$ cat config.mk
export PLATFORM = sky130hd
export DESIGN_NAME = les_io_ctrl
export DESIGN_NICKNAME = d
export VERILOG_FILES = /design/src/rtl/les_io_pkg.sv /design/src/rtl/les_io_timer.sv /design/src/rtl/les_io_ctrl.sv
export SDC_FILE = /design/constraint.sdc
export NUM_CORES = 1
export LEC_CHECK = 0
export BUFFER_PORTS_ARGS = -buffer_cell sky130_fd_sc_hd__buf_2
export CELL_PAD_IN_SITES_DETAIL_PLACEMENT = 1
export CELL_PAD_IN_SITES_GLOBAL_PLACEMENT = 2
export CORE_MARGIN = 1
export CORE_UTILIZATION = 30
export CTS_BUF_LIST = sky130_fd_sc_hd__clkbuf_4 sky130_fd_sc_hd__clkbuf_8
export DETAILED_ROUTE_END_ITERATION = 7
export PLACE_DENSITY_LB_ADDON = 0.1
export SYNTH_ARGS = -nofsm -noshare
export SYNTH_HDL_FRONTEND = slang
export SYNTH_SLANG_ARGS = --single-unit
$ cat constraint.sdc
create_clock -name clk -period 1.82 [get_ports clk]
set_input_delay 0.091 -clock clk [delete_from_list [all_inputs] [get_ports clk]]
set_output_delay 0.091 -clock clk [all_outputs]
set_load 0.005 [all_outputs]
$ cat src/rtl/les_io_pkg.sv
// LES I/O front end: shared states and command codes.
// Imported by the controller and its helpers.
package les_io_pkg;

  typedef enum logic [2:0] {
    S_IDLE,
    S_LOAD,
    S_START,
    S_WAIT,
    S_CAPT,
    S_SEND
  } state_t;

  localparam logic [7:0] CMD_ENC = 8'h70;
  localparam logic [7:0] CMD_CLR = 8'h72;
  localparam logic [7:0] RSP_UNK = 8'h3F;
  localparam int NUM_BYTES = 4;

endpackage

$ cat src/rtl/les_io_timer.sv
// Clear/enable cycle counter with a terminal flag.
// Saturates at TIMEOUT so done stays high until cleared.
module les_io_timer #(
  parameter int TIMEOUT = 1000
) (
  input  logic clk,
  input  logic clr_n,
  input  logic clr,
  input  logic en,
  output logic done
);

  localparam int TW = $clog2(TIMEOUT + 1);

  logic [TW-1:0] cnt;

  always_ff @(posedge clk) begin
    if (!clr_n) begin
      cnt <= '0;
    end else if (clr) begin
      cnt <= '0;
    end else if (en && !done) begin
      cnt <= cnt + TW'(1);
    end
  end

  assign done = (cnt == TW'(TIMEOUT));

endmodule

$ cat src/rtl/les_io_ctrl.sv
// Byte-stream command front end for the LES core.
// Loads plaintext, starts the core, streams the cipher back.
module les_io_ctrl
  import les_io_pkg::*;
#(
  parameter int TIMEOUT    = 1000,
  parameter int TRIG_EXTRA = 0
) (
  input  logic        clk,
  input  logic        clr_n,
  input  logic [7:0]  rx_data,
  input  logic        rx_valid,
  output logic        rx_ready,
  output logic [7:0]  tx_data,
  output logic        tx_valid,
  input  logic        tx_ready,
  output logic [31:0] les_plaintext,
  output logic        les_start,
  input  logic        les_busy,
  input  logic [31:0] les_cipher,
  output logic        les_clr,
  output logic        trigger,
  output logic        err
);

  state_t state, nstate;

  logic       rx_acc, tx_hs;
  logic       tmr_clr, tmr_en, tmr_done;
  logic       err_d, clr_cmd, cap_go;
  logic       load_wr, rsp_go;
  logic [7:0] rsp_byte;

  logic [1:0]  byte_cnt;
  logic [2:0]  tx_left;
  logic [31:0] tx_sr;
  logic [3:0]  ext_q, ext_d;

  assign rx_acc  = rx_valid && rx_ready;
  assign tx_hs   = tx_valid && tx_ready;
  assign tx_data = tx_sr[7:0];

  les_io_timer #(
    .TIMEOUT(TIMEOUT)
  ) u_timer (
    .clk  (clk),
    .clr_n(clr_n),
    .clr  (tmr_clr),
    .en   (tmr_en),
    .done (tmr_done)
  );

  always_ff @(posedge clk) begin
    if (!clr_n) begin
      state <= S_IDLE;
    end else begin
      state <= nstate;
    end
  end

  always_comb begin
    nstate   = state;
    tmr_clr  = 1'b0;
    tmr_en   = 1'b0;
    err_d    = 1'b0;
    clr_cmd  = 1'b0;
    cap_go   = 1'b0;
    load_wr  = 1'b0;
    rsp_go   = 1'b0;
    rsp_byte = RSP_UNK;
    unique case (state)
      S_IDLE: begin
        tmr_clr = 1'b1;
        if (rx_acc) begin
          unique case (1'b1)
            (rx_data == CMD_ENC): begin
              nstate = S_LOAD;
            end
            (rx_data == CMD_CLR): begin
              clr_cmd  = 1'b1;
              rsp_go   = 1'b1;
              rsp_byte = CMD_CLR;
              nstate   = S_SEND;
            end
            default: begin
              rsp_go = 1'b1;
              nstate = S_SEND;
            end
          endcase
        end
      end
      S_LOAD: begin
        if (rx_acc) begin
          load_wr = 1'b1;
          tmr_clr = 1'b1;
          if (byte_cnt == 2'(NUM_BYTES - 1)) begin
            nstate = S_START;
          end
        end else if (tmr_done) begin
          err_d  = 1'b1;
          nstate = S_IDLE;
        end else begin
          tmr_en = 1'b1;
        end
      end
      S_START: begin
        tmr_clr = 1'b1;
        nstate  = S_WAIT;
      end
      S_WAIT: begin
        if (!les_busy) begin
          cap_go = 1'b1;
          nstate = S_CAPT;
        end else if (tmr_done) begin
          err_d  = 1'b1;
          nstate = S_IDLE;
        end else begin
          tmr_en = 1'b1;
        end
      end
      S_CAPT: begin
        nstate = S_SEND;
      end
      S_SEND: begin
        if (tx_hs && tx_left == 3'd1) begin
          nstate = S_IDLE;
        end
      end
      default: begin
        nstate = S_IDLE;
      end
    endcase
  end

  // Trigger tail countdown, loaded when busy falls.
  always_comb begin
    ext_d = ext_q;
    if (cap_go) begin
      ext_d = 4'(TRIG_EXTRA);
    end else if (ext_q != 4'd0) begin
      ext_d = ext_q - 4'd1;
    end
  end

  always_ff @(posedge clk) begin
    if (!clr_n) begin
      rx_ready      <= 1'b0;
      tx_valid      <= 1'b0;
      les_start     <= 1'b0;
      trigger       <= 1'b0;
      err           <= 1'b0;
      les_clr       <= 1'b1;
      les_plaintext <= '0;
      byte_cnt      <= '0;
      tx_left       <= '0;
      tx_sr         <= '0;
      ext_q         <= '0;
    end else begin
      rx_ready  <= (nstate == S_IDLE) || (nstate == S_LOAD);
      tx_valid  <= (nstate == S_SEND);
      les_start <= (nstate == S_START);
      trigger   <= (nstate == S_START) || (nstate == S_WAIT) ||
                   (ext_d != 4'd0);
      err       <= err_d;
      les_clr   <= clr_cmd;
      ext_q     <= ext_d;
      if (state == S_IDLE) begin
        byte_cnt <= '0;
      end else if (load_wr) begin
        byte_cnt <= byte_cnt + 2'd1;
      end
      if (load_wr) begin
        les_plaintext[{byte_cnt, 3'b000} +: 8] <= rx_data;
      end
      if (rsp_go) begin
        tx_sr   <= {24'h0, rsp_byte};
        tx_left <= 3'd1;
      end else if (state == S_CAPT) begin
        tx_sr   <= les_cipher;
        tx_left <= 3'(NUM_BYTES);
      end else if (state == S_SEND && tx_hs) begin
        tx_sr   <= {8'h00, tx_sr[31:8]};
        tx_left <= tx_left - 3'd1;
      end
    end
  end

endmodule

# == Yosys cells after proc, flatten, opt, wreduce, memory -nomap -nowiden ==
# Cells that the tools add are included.
# classes
addsub,5
n_eq_ne,14
n_shift,2
n_mux,39
n_bitwise,1
reduce_logical,20
# ops
cell,n
$mux W32,2
$bwmux W32,1
$shift A8 B7 Y32 const A,1
$shiftx A8 B7 Y32,1
$mux W3,9
$mux W7,3
$pmux W3 S6,1
$mux W1,17
$eq A8 B7 Y1 const B,2
$eq A3 B2 Y1 const B,4
$add A10 B1 Y10 const B,1
$eq A10 B10 Y1 const B,1
$eq A3 B1 Y1 const B,3
$eq A3 B3 Y1 const B,3
$mux W4,2
$mux W8,1
$reduce_bool A4 Y1,2
$reduce_or A2 Y1,4
$neg A5 Y7,1
$logic_not A3 Y1,2
$pmux W1 S2,3
$logic_and A1 B1 Y1,5
$sub A4 B1 Y4 const B,1
$logic_or A1 B1 Y1,3
other kinds (8),8
# totals
ff_bits,92
in_bits,45
out_inout_bits,46
word_cells,97

# == Logic depth before layout (Yosys ltp) ==
# Gate-level depths: netlist of run 1.
# logic_depth
ltp_word,7
mapped_depth,7
depth_no_buf,7

# == Cells and area by module ==
# Synthesis of run 1 repeated with hierarchy kept, for this count alone.
# unflattened
cells_unflattened,466
area_unflattened_um2,4102.7
# modules_own_cells
module,n_inst,cells_each,area_per_inst_um2,seq_area_each_um2
les_io_ctrl,1,400,3525.9,1641.6
les_io_timer,1,66,576.8,200.2

# == Worst setup path before layout of run 1 ==
# No wires, ideal clock.
# synth_path
kind,reg-to-reg
startpoint,register byte_cnt[0]
endpoint,register les_plaintext[0]
setup_ns,0.076
t_arrival_ns,1.720
slack_ns,0.025
path_stages_with_launch,6
path_buffers,0
period_less_slack_ns,1.795
path_cell_list,dfxtp_1 > inv_1 > ha_1 > nor3b_1 > nand3_1 > a21boi_0
# synth_via
elab_chain_cells,3
# synth_rtl
element,line_no,text
from (decl),les_io_ctrl.sv:34,logic [1:0] byte_cnt;
from (signal assigned),les_io_ctrl.sv:170,byte_cnt <= byte_cnt + 2'd1;
$neg A5 Y7 *,les_io_ctrl.sv:173,"les_plaintext[{byte_cnt, 3'b000} +: 8] <= rx_data;"
$shiftx A8 B7 Y32 or $shift A8 B7 Y32 (tied branches),les_io_ctrl.sv:173,
$bwmux W32 *,les_io_ctrl.sv:173,
"to (signal, indexed assignment)",les_io_ctrl.sv:173,
to (decl),les_io_ctrl.sv:17,"output logic [31:0] les_plaintext,"
# Mark *: on every way between the ends. The rest lies on a longest branch, timed or not.
# A chain may end at the register's enable or synchronous reset.

# == Final worst setup path of run 1 ==
# layout_path
startpoint,register rx_ready
endpoint,register rx_ready
# layout_via
elab_chain_cells,5
# layout_rtl
element,line_no,text
from (decl),les_io_ctrl.sv:13,"output logic rx_ready,"
from (signal assigned),les_io_ctrl.sv:159,rx_ready <= (nstate == S_IDLE) || (nstate == S_LOAD);
$logic_and A1 B1 Y1 *,les_io_ctrl.sv:39,assign rx_acc = rx_valid && rx_ready;
"$mux W3, on equally long branches","les_io_ctrl.sv:93, les_io_ctrl.sv:74",
$pmux W3 S6 *,les_io_ctrl.sv:71,unique case (state)
$eq A3 B1 Y1 or $logic_not A3 Y1 (tied branches),les_io_ctrl.sv:159,
$logic_or A1 B1 Y1 *,les_io_ctrl.sv:159,
# Marked as above.

==> PnR_summary.wiki, run 1 <==
{| class="wikitable"
! Metric !! Value
|-
| Status || complete, no violations
|-
| Lkg Pwr || 0.00205 uW
|-
| Worst setup skew after layout || 0.0123 ns
|-
| Global route total overflow || 0
|-
| Clock tree from TritonCTS || done
|-
| Die footprint || ~14000 um2
|-
| Starting density of the core || between 30% and 40%
|-
| Area contributors post-synth || dfxtp_1, nand2_1, a21boi_0
|-
| Yosys top cell by area || dfxtp_1
|-
| Total via count after detailed routing || about 3600
|-
| Setup repair after global routing missed its margin || true
|-
| Detailed Route Iter0 Violations || around 130
|-
| Worst EP arrival || slightly below 2 ns
|-
| Fraction of registers with async set or reset after synthesis || 0%
|-
| Total I/O pin count || between 90 and 100
|-
| Worst slew margin || 76.3%
|-
| Number of cells on the critical path || 6
|-
| Die height || 118 um
|-
| Post-layout nets || 634
|-
| Maximum number of pins on one net before global-route repair || 31
|-
| Min-delay worst type || in -> reg
|-
| RR Startpoint || rx_ready
|-
| Worst path top cell family by delay || simple AND/OR/NAND/NOR gates
|-
| Cell-by-cell trace of the critical path || nand3b_1 > nor3_2 > o21ai_2 > nand2_2 > buf_12 > nor3_1
|-
| Final Critical Period || roughly 1.7 ns
|-
| Total wire length after detailed routing || around 11000 um
|-
| Crit share post-route || between 90% and 100%
|-
| Power Density || 885 nW/um2
|-
| Max_cap viols || 0
|-
| Critical path launch point type || flop
|-
| Most used flip-flop cell after synthesis || dfxtp_1
|-
| Number of flops mapped to enable cells by yosys || 0
|-
| Number of global-route vias before repair || 3695
|-
| PortBufs || 90
|-
| Max-slew violation total from the final report || 0
|-
| Buffers plus inverters on the worst setup path || 1
|-
| Register area share after synthesis || a little under half
|-
| Proportion of netlist area held by the largest area contributor || a little under half
|-
| Capture point of the critical path || rx_ready
|-
| Insertion delay of the later-clocked pin in the worst-skew pair || 0.38 ns
|-
| Worst hold slack across all endpoints || approximately 0.028 ns
|-
| DP HPWL || about 8000 um
|-
| Total inserted antenna cells || 0
|-
| Layout filler cell count || around 1600
|-
| Number of antenna violations at the first check in global routing || 0
|-
| Final antenna-violating net count || 0
|-
| Start-to-end type of the worst setup path || reg -> reg
|-
| Library cell used as clock root buffer || clkbuf_8
|-
| Fin. Hold Viols || 0
|-
| Worst VDD drop || around 0.32 mV
|-
| Inserted Clock Buffers || 9
|-
| Total setup violations reported at the end of the flow || 0
|-
| CP Data Required Time || 2.07 ns
|-
| Cell area after technology mapping || roughly 4000 um2
|-
| Setup slack, reg-to-reg || roughly 0.14 ns
|-
| Clock H-tree levels || 3
|-
| Count of placed standard cells including taps || 721
|-
| Reg clk slew, reported paths || approximately 0.1 ns
|-
| Clk sink count || roughly 90
|-
| Most used standard cell by instance count after synthesis || dfxtp_1
|-
| Final weighted congestion in routability-driven placement || around 0.78
|-
| GRT Util Overall || 16.6%
|-
| DIE WIDTH || around 120 um
|-
| Unique masters post-synth || 51
|-
| Delay contributed by the slowest stage of the critical path || 0.45 ns
|-
| First-pass GRT wire length || approximately 18000 um
|-
| Area of the core || between 10000 and 15000 um2
|-
| Capture instance of the worst register-to-register path || rx_ready
|-
| Number of cells on the worst reg-to-reg path || 6
|-
| Post-synthesis instance total || roughly 460
|-
| Top cells by count, synth || dfxtp_1, nand2_1, nand3_1
|-
| Number of placement rows || 42
|-
| Number of detailed-route iterations in the first pass || 4
|-
| Mean area per synthesized cell || around 9 um2
|-
| Non-filler cells, final || 759
|-
| Peak clock frequency supported by timing || roughly 0.60 GHz
|-
| Number of warning messages in the yosys log || 0
|-
| Per-cell routed wire length || ~15 um
|-
| FF+latch count, synth || around 90
|-
| Layout overhead on the synthesized area || 28.6%
|-
| Worst path slowest cell || dfxtp_1
|-
| Kind of capture point of the worst setup path || flop
|-
| Via count normalized by instance count || approximately 4.8
|-
| Mapped Nets || 519
|-
| DRC violations left || 0
|-
| Maximum fanout along the worst path || 23
|-
| Transition time at the pin with the least slew margin || about 0.36 ns
|-
| Layout cells sized above 1 || between 20% and 30%
|-
| Worst setup startpoint || rx_ready
|-
| Final core utilization || between 30% and 40%
|-
| Number of buffers between clock root and the deepest sink || 2
|}
-- cells in the final DEF (no fill, tap or decap), types with 5 or more instances in the layout --
cell / n
a21boi_0: 23
xor2_1: 8
ha_1: 11
inv_1: 9
nand2_1: 72
nand4_1: 7
buf_2: 90
dfxtp_1: 89
a22oi_1: 23
dlygate4sd3_1: 21
nor3_1: 11
nor2_1: 30
and3_1: 8
a21boi_1: 12
buf_4: 22
a21oi_1: 22
nand3_1: 32
nor2_2: 5
clkbuf_8: 9
-- registers in the layout (all words and copies together) (netlist names) --
name,cells
trigger,1
err,1
tx_sr,32
rx_ready,1
tx_left,3
ext_q,4
les_start,1
les_clr,1
u_timer.cnt,10
les_plaintext,32
byte_cnt,2
state,3
tx_valid,1
-- repair_timing --
item | CTS | global route
resized for setup | 0 | 5
endpoints found under the setup margin | 0 | 42
buffers inserted | 0 | 1
hold endpoints to repair | 21 | 0
hold buffers | 21 | 0
-- metal layers --
metal  part of all wire [%]  GRT usage (%)  vias up
li1                       -              -     1836
met1                     48           21.0     1705
met2                     47           27.2       59
met3                    3.1           3.14       11
met4                    1.7           7.21        0
met5                      0              0        -
-- worst min path at each step --
stage | from | endpoint | slack (ns) | cells past startpoint
floorplan | les_cipher[4] | tx_sr[4] | 0.24 | 2
global placement | les_cipher[30] | tx_sr[30] | 0.34 | 3
detailed placement | les_cipher[26] | tx_sr[26] | 0.35 | 3
CTS | les_cipher[23] | tx_sr[23] | 0.01 | 3
global route | les_cipher[23] | tx_sr[23] | 0.02 | 3
finish | les_cipher[23] | tx_sr[23] | 0.03 | 3
-- through the flow --
| stage | area (um2) | power [uW] | worst slack, ns | TNS, ns |
|---|---|---|---|---|
| after floorplan | 4050 | 2720 | 0.0246 | 0 |
| after global placement | 4750 | 2950 | 0.0326 | 0 |
| after detailed placement | 4750 | 2970 | 0.0492 | 0 |
| after CTS | 5190 | 4700 | 0.0151 | 0 |
| after global routing | 5210 | 4880 | -0.0246 | -0.0425 |
| final | 5210 | 4610 | 0.141 | 0 |
-- cell families after synthesis --
| kind of cell | synth area share, % |
|---|---|
| AND/OR/NAND/NOR | 24.7 |
| AO/OA/AOI/OAI | 18.2 |
| flip-flops | 45.4 |
| buffers and inverters | 5.16 |
| XOR/XNOR | 2.59 |
| adder cells (fa/ha/maj) | 3.40 |
| multiplexers | 0.494 |
-- power by group --
part	internal, uW	total, uW	switching (uW)
clock network	907	1660	755
logic	343	739	396
registers	2130	2210	86.4
total	3380	4610	1240
-- layout make-up --
cell class	instances	area, um2	area share (%)
clock buffer	9	124	2.38
tap	176	220	4.22
sequential	92	1850	35.4
clock inverter	7	115	2.21
inverter	9	33.8	0.648
timing repair buffer	135	866	16.6
multi-input combinational	331	2010	38.5
-- worst reg2reg max path, cell delays in order, from the launching register on --
cell and delay (ns):
dfxtp_1 0.45, nand3b_1 0.20, nor3_2 0.30, o21ai_2 0.16, nand2_2 0.19, buf_12 0.19
nor3_1 0.08
Power figures use the tool's default switching activity.
==> inputs of run 2 (changes only) <==
- CORE_UTILIZATION: 30 -> 35
- clock period: 1.82 -> 2.12 ns (I/O delays scaled with it)
==> PnR_summary.wiki, run 2 (synthesized netlist as in run 1, its figures left out) <==
{| class="wikitable"
! Metric !! Value
|-
| Post-cts gate resize count || 0 (unchanged)
|-
| Area of the core || 11100 um2 (-16%)
|-
| Max_cap viols || 0 (unchanged)
|-
| Insertion delay of the later-clocked pin in the worst-skew pair || 0.37 ns (about the same)
|-
| Via count normalized by instance count || 5.17 (+8.7%)
|-
| Clk sink count || 92 (unchanged)
|-
| Start-to-end type of the worst setup path || reg -> reg
|-
| Total via count after detailed routing || 3619 (+0.22%)
|-
| CP Data Required Time || 2.36 ns (+0.29 ns)
|-
| Detailed Route Iter0 Violations || 127 (+0.79%)
|-
| Post-layout nets || 611 (-3.6%)
|-
| Inserted Clock Buffers || 9 (unchanged)
|-
| Min-delay worst type || in -> reg
|-
| Number of placement rows || 38 (-9.5%)
|-
| Post-CTS setup buffers || 0 (unchanged)
|-
| Lkg Pwr || 0.00194 uW (-5.6%)
|-
| Per-cell routed wire length || 15.9 um (+7.8%)
|-
| Crit share post-route || 84.4% (-7.9 points)
|-
| Most common cell after layout, fill and taps aside || dfxtp_1
|-
| Top flop regs || les_plaintext: 32 flops, tx_sr: 32 flops, u_timer.cnt: 10 flops
|-
| Number of antenna violations at the first check in global routing || 0 (unchanged)
|-
| Worst setup startpoint || state[1]
|-
| Status || complete, no violations
|-
| Global route total overflow || 0 (unchanged)
|-
| Die height || 110 um (-7.3%)
|-
| Layout cells sized above 1 || 24.8% (-1.8 points)
|-
| PortBufs || 90 (unchanged)
|-
| Worst setup skew after layout || 0.00560 ns (-0.00674 ns)
|-
| Peak clock frequency supported by timing || 0.559 GHz (-6.1%)
|-
| Reg clk slew, reported paths || 0.09 ns (about the same)
|-
| Maximum number of pins on one net before global-route repair || 29 (-6.5%)
|-
| Transition time at the pin with the least slew margin || 0.558 ns (+0.202 ns)
|-
| Clock tree from TritonCTS || done
|-
| Library cell used as clock root buffer || clkbuf_8
|-
| RR Startpoint || state[1]
|-
| Most frequent cells in the layout || dfxtp_1, buf_2, nand2_1
|-
| Fraction of power spent switching nets || 27.2% (+0.35 points)
|-
| Comb pwr share || 15.6% (-0.4 points)
|-
| Critical path launch point type || flop
|-
| Final antenna-violating net count || 0 (unchanged)
|-
| Final core utilization || 44.4% (+4.9 points)
|-
| Power Density || 768 nW/um2 (-13%)
|-
| Setup slack, reg-to-reg || 0.33 ns (+0.19 ns)
|-
| Buffers plus inverters on the worst setup path || 0 (-1)
|-
| Final worst slack || 0.332 ns (+0.191 ns)
|-
| Relative contribution of sequential cells to total power || 50.2% (+2.2 points)
|-
| Number of global-route vias before repair || 3694 (-0.027%)
|-
| Total I/O pin count || 91 (unchanged)
|-
| GRT Util Overall || 19.7% (+3.2 points)
|-
| Total setup violations reported at the end of the flow || 0 (unchanged)
|-
| Final Critical Period || 1.79 ns (+0.109 ns)
|-
| Total internal power || 2750 uW (-19%)
|-
| Min-delay src || les_cipher[7]
|-
| DP HPWL || 7930 um (-2.7%)
|-
| First-pass GRT wire length || 18100 um (-1.5%)
|-
| Fin. Hold Viols || 0 (unchanged)
|-
| Worst path slowest cell || nand2_2
|-
| Total inserted antenna cells || 0 (unchanged)
|-
| Final setup TNS || 0 ns (unchanged)
|-
| Final weighted congestion in routability-driven placement || 0.737 (-6.0%)
|-
| DIE WIDTH || 110 um (-7.3%)
|-
| Setup WS pre-CTS || 0.294 ns (+0.245 ns)
|-
| Total met2 wirelength after detailed routing || 5070 um (-3.3%)
|-
| Cell-by-cell trace of the critical path || nand3b_1 > nor3_2 > o21ai_2 > nand2_2 > nor2_1
|-
| Setup repair after global routing missed its margin || false
|-
| Worst EP arrival || 2.03 ns (+0.10 ns)
|-
| DRC violations left || 0 (unchanged)
|-
| Non-filler cells, final || 700 (-7.8%)
|-
| Layout filler cell count || 1329 (-16%)
|-
| Number of detailed-route iterations in the first pass || 4 (unchanged)
|-
| Worst path top cell family by delay || simple AND/OR/NAND/NOR gates
|-
| Delay contributed by the slowest stage of the critical path || 0.45 ns (about the same)
|-
| Worst VDD drop || 0.322 mV (about the same)
|-
| Total wire length after detailed routing || 11100 um (-0.58%)
|-
| Highest routing layer actually used || met4
|-
| Maximum fanout along the worst path || 28 (+22%)
|-
| Max-slew violation total from the final report || 0 (unchanged)
|-
| Worst slew margin || 62.7% (-14 points)
|-
| M1 wire length || 5400 um (about the same)
|-
| Starting density of the core || 36.6% (+5.9 points)
|-
| Kind of capture point of the worst setup path || flop
|-
| Hold-fix buffer count after cts || 10 (-52%)
|-
| Count of placed standard cells including taps || 674 (-6.5%)
|-
| Met3 routed wirelength || 424 um (+23%)
|-
| Net Sw Power || 1030 uW (-17%)
|-
| Layout overhead on the synthesized area || 21.3%
|-
| Die footprint || 12000 um2 (-14%)
|-
| Number of buffers between clock root and the deepest sink || 2 (unchanged)
|-
| Clk pwr share || 34.2% (-1.8 points)
|-
| Clock H-tree levels || 3 (unchanged)
|}
run 2: cell types whose count changed in the layout (fill, tap and decap cells not counted), sizes merged:
| cell | previous run | this run |
|---|---|---|
| clkinv | 2 | 0 |
| buf | 114 | 102 |
| clkinvlp | 2 | 0 |
| bufinv | 3 | 1 |
| dlygate4sd3 | 21 | 10 |
| clkbuf | 9 | 15 |
run 2: area by class of cell:
cell class | instances | area (um2) | area share [%]
multi-input combinational | 331 | 2000 | 40.7
inverter | 9 | 33.8 | 0.687
timing repair buffer | 112 | 653 | 13.3
clock buffer | 15 | 181 | 3.69
sequential | 92 | 1840 | 37.5
tap | 140 | 175 | 3.56
clock inverter | 1 | 30.0 | 0.611
run 2: tightest hold or removal path: stages:
cell	delay, ns
buf_2	0.10
nor2_1	0.09
a311oi_1	0.05
run 2: worst paths after layout:
kind / cells after the start / end
min: 3 / tx_sr[7]
min reg2reg: 2 / les_plaintext[22]
max reg2reg: 5 / tx_sr[25]
max: 5 / tx_sr[25]
run 2: metrics by stage:
stage / hold slack (ns) / power (uW) / cell area [um2]
after floorplan: 0.251 / 2340 / 4050
after global placement: 0.358 / 2500 / 4610
after detailed placement: 0.367 / 2520 / 4610
after CTS: 0.000773 / 3830 / 4920
after global routing: 0.00780 / 3970 / 4920
final: 0.0266 / 3780 / 4920
run 2: power groups by stage:
stage / registers, uW / logic (uW) / clock network, uW
floorplan: 1920 / 421 / 0
global placement: 1940 / 563 / 0
detailed placement: 1940 / 582 / 0
CTS: 1900 / 599 / 1340
global route: 1910 / 666 / 1400
finish: 1900 / 589 / 1290
run 2: routing by layer:
layer | up-vias | global-route usage (%)
li1 | 1788 | -
met1 | 1755 | 25.1
met4 | 0 | 8.38
met5 | - | 0
met3 | 15 | 4.21
met2 | 61 | 32.2
==> inputs of run 3 (changes only) <==
- ABC_AREA: unset -> 1
- CORE_UTILIZATION: 35 -> 28
- clock period: 2.12 -> 1.5 ns (I/O delays scaled with it)
==> PnR_summary.wiki, run 3 <==
{| class="wikitable"
! Metric !! Value
|-
| Die footprint || 15700 um2 (+31%)
|-
| RR Startpoint || rx_ready
|-
| Register area share after synthesis || 43.2% (-2.3 points)
|-
| Worst VDD drop || 0.488 mV (+52%)
|-
| Clock H-tree levels || 3 (unchanged)
|-
| Starting density of the core || 29.0% (-7.5 points)
|-
| Dpl cell area || 5110 um2 (+11%)
|-
| Net Sw Power || 1680 uW (+63%)
|-
| Maximum number of pins on one net before global-route repair || 25 (-14%)
|-
| Library cell used as clock root buffer || clkbuf_8
|-
| Number of detailed-route iterations in the first pass || 6 (+2)
|-
| Max-slew violation total from the final report || 0 (unchanged)
|-
| Total inserted antenna cells || 0 (unchanged)
|-
| Mean area per synthesized cell || 7.05 um2 (-19%)
|-
| Per-cell routed wire length || 14.3 um (-10%)
|-
| Non-filler cells, final || 932 (+33%)
|-
| Final weighted congestion in routability-driven placement || 0.782 (+6.1%)
|-
| Unique masters post-synth || 31 (-39%)
|-
| Delay contributed by the slowest stage of the critical path || 0.38 ns (-0.07 ns)
|-
| Status || complete, no violations
|-
| Total internal power || 4190 uW (+52%)
|-
| Min-Delay Endpoint || tx_sr[15]
|-
| Detailed Route Iter0 Violations || 166 (+31%)
|-
| FF+latch count, synth || 92 (unchanged)
|-
| Capture instance of the worst register-to-register path || tx_sr[3]
|-
| GRT Util Overall || 17.4% (-2.4 points)
|-
| Number of cells on the worst reg-to-reg path || 8 (+3)
|-
| Fraction of power spent switching nets || 28.6% (+1.4 points)
|-
| Peak clock frequency supported by timing || 0.716 GHz (+28%)
|-
| Transition time at the pin with the least slew margin || 0.440 ns (-0.118 ns)
|-
| Worst setup skew after layout || 0.00684 ns (+0.00125 ns)
|-
| Critical path launch point type || flop
|-
| Top flop regs || les_plaintext: 32 flops, tx_sr: 32 flops, u_timer.cnt: 10 flops
|-
| Cell-by-cell trace of the critical path || nand2_4 > buf_4 > nor2_4 > buf_4 > o21ai_0 > nand2_1 > nor2_1 > nor2_1
|-
| Mapped Nets || 661 (+27%)
|-
| Max_cap viols || 0 (unchanged)
|-
| Maximum fanout along the worst path || 6 (-79%)
|-
| Kind of capture point of the worst setup path || flop
|-
| Number of flops mapped to enable cells by yosys || 0 (unchanged)
|-
| DIE WIDTH || 125 um (+14%)
|-
| Worst slew margin || 70.5% (+7.8 points)
|-
| Setup WS pre-CTS || -0.0764 ns (-0.370 ns)
|-
| Layout cells sized above 1 || 25.4% (+0.58 points)
|-
| Die height || 125 um (+14%)
|-
| Global route total overflow || 0 (unchanged)
|-
| Setup repair after global routing missed its margin || true
|-
| Crit share post-route || 93.1% (+8.8 points)
|-
| PortBufs || 90 (unchanged)
|-
| Top cells by count, synth || nand2_1, dfxtp_1, nor2_1
|-
| Most used standard cell by instance count after synthesis || nand2_1
|-
| Total via count after detailed routing || 4340 (+20%)
|-
| Clock tree from TritonCTS || done
|-
| Area of the core || 14700 um2 (+33%)
|-
| Number of placement rows || 44 (+16%)
|-
| Count of placed standard cells including taps || 887 (+32%)
|-
| Most frequent cells in the layout || nand2_1, buf_2, dfxtp_1
|-
| Fraction of registers with async set or reset after synthesis || 0% (unchanged)
|-
| Number of global-route vias before repair || 4402 (+19%)
|-
| Final worst slack || 0.103 ns (-0.228 ns)
|-
| Final std cell area, no fill || 5750 um2 (+17%)
|-
| Setup slack, reg-to-reg || 0.10 ns (-0.23 ns)
|-
| Inserted Clock Buffers || 9 (unchanged)
|-
| Hold Path Cell Cnt || 5 (+2)
|-
| Relative contribution of sequential cells to total power || 45.7% (-4.5 points)
|-
| Total setup violations reported at the end of the flow || 0 (unchanged)
|-
| Layout overhead on the synthesized area || 34.8%
|-
| Lkg Pwr || 0.00248 uW (+28%)
|-
| Via count normalized by instance count || 4.66 (-9.9%)
|-
| Min-delay src || les_cipher[15]
|-
| Cell area after technology mapping || 4270 um2 (+5.3%)
|-
| Area contributors post-synth || dfxtp_1, nand2_1, a21oi_1
|-
| Start-to-end type of the worst setup path || reg -> reg
|-
| Fin. Hold Viols || 0 (unchanged)
|-
| Post-synthesis instance total || 605 (+31%)
|-
| DRC violations left || 0 (unchanged)
|-
| Number of warning messages in the yosys log || 0 (unchanged)
|-
| Post-layout nets || 799 (+31%)
|-
| Yosys top cell by area || dfxtp_1
|-
| Total wire length after detailed routing || 13300 um (+20%)
|-
| Worst path slowest cell || dfxtp_1
|-
| Proportion of netlist area held by the largest area contributor || 43.2% (-2.3 points)
|-
| Comb pwr share || 19.6% (+4.0 points)
|-
| Final setup TNS || 0 ns (unchanged)
|-
| Clk pwr share || 34.8% (+0.6 points)
|-
| DP HPWL || 9700 um (+22%)
|-
| Final antenna-violating net count || 0 (unchanged)
|-
| First-pass GRT wire length || 21800 um (+21%)
|-
| Number of buffers between clock root and the deepest sink || 2 (unchanged)
|-
| Power Density || 1020 nW/um2 (+33%)
|-
| Worst EP arrival || 1.71 ns (-0.32 ns)
|-
| Reg clk slew, reported paths || 0.10 ns (about the same)
|-
| Insertion delay of the later-clocked pin in the worst-skew pair || 0.37 ns (about the same)
|-
| Min-delay worst type || in -> reg
|-
| Most used flip-flop cell after synthesis || dfxtp_1
|-
| Number of antenna violations at the first check in global routing || 0 (unchanged)
|-
| CP Data Required Time || 1.81 ns (-0.55 ns)
|-
| Total I/O pin count || 91 (unchanged)
|-
| Worst hold slack across all endpoints || 0.0167 ns (-0.00986 ns)
|-
| Most common cell after layout, fill and taps aside || nand2_1
|-
| Clk sink count || 92 (unchanged)
|-
| Final Critical Period || 1.40 ns (-0.392 ns)
|}
-- run 3: routing by layer --
layer / global-route usage (%) / wire length, um / part of all wire, % / vias up
li1: - / - / - / 2220
met5: 0 / 0 / 0 / -
met4: 5.81 / 142 / 1.1 / 0
met1: 24.1 / 6830 / 51 / 2041
met2: 27.4 / 5930 / 45 / 69
met3: 2.78 / 393 / 3.0 / 10
-- run 3: power by group through the flow --
stage                     Combinational, uW  Clock [uW]  Sequential [uW]
after floorplan                         670           0             2710
after CTS                              1070        2120             2670
after global placement                  981           0             2720
after global routing                   1290        2210             2700
after detailed placement               1000           0             2730
final                                  1150        2040             2680
-- run 3: final cells by class --
| class | count | area, um2 |
|---|---|---|
| inverters | 54 | 211 |
| fillers | 1866 | 8950 |
| repair buffers | 155 | 1050 |
| well taps | 184 | 230 |
| clock inverters | 7 | 115 |
| multi-input cells | 430 | 2170 |
| clock buffers | 9 | 124 |
| repair inverters | 1 | 7.51 |
| flip-flops and latches | 92 | 1850 |
-- run 3: how the worst max path moves through the flow --
stage | from | end | cells past startpoint
final | rx_ready | tx_sr[3] | 8
after global routing | u_timer.cnt[0] | u_timer.cnt[8] | 9
after global placement | rx_ready | u_timer.cnt[9] | 8
after detailed placement | rx_ready | u_timer.cnt[6] | 7
after floorplan | byte_cnt[0] | les_plaintext[16] | 7
after CTS | state[1] | les_plaintext[9] | 7
-- run 3: kinds of logic (layout without fill, tap and decap cells) --
kind of cell    after synthesis  after routing  synth area share [%]
fa+ha+maj                    11             11                  3.22
buf+inv                      83            226                  8.71
xor+xnor                      6              6                  1.23
compound gates              101            101                  12.9
flops                        92             92                  43.2
simple gates                312            312                  30.8
-- run 3: per-stage QoR --
step	util, %	power [uW]
after floorplan	-	3380
final	39.1	5860
after detailed placement	34.7	3730
after global routing	39.1	6200
after CTS	38.3	5860
after global placement	34.7	3700
-- run 3: timing repair --
item / in CTS / in global routing
gates cloned: 0 / 1
pin swaps: 1 / 4
buffers inserted: 3 / 2
hold buffers: 23 / 0
gates resized for setup: 5 / 33
setup endpoints to repair: 13 / 80
endpoints found under the hold margin: 23 / 0
-- run 3: worst max-delay path, delay by kind of cell (launching register included) --
family | cells | cell delay [ns]
DFF | 1 | 0.38
AOI/OAI and AO/OA | 1 | 0.12
and+or+nand+nor | 5 | 0.53
buffers and inverters | 2 | 0.31
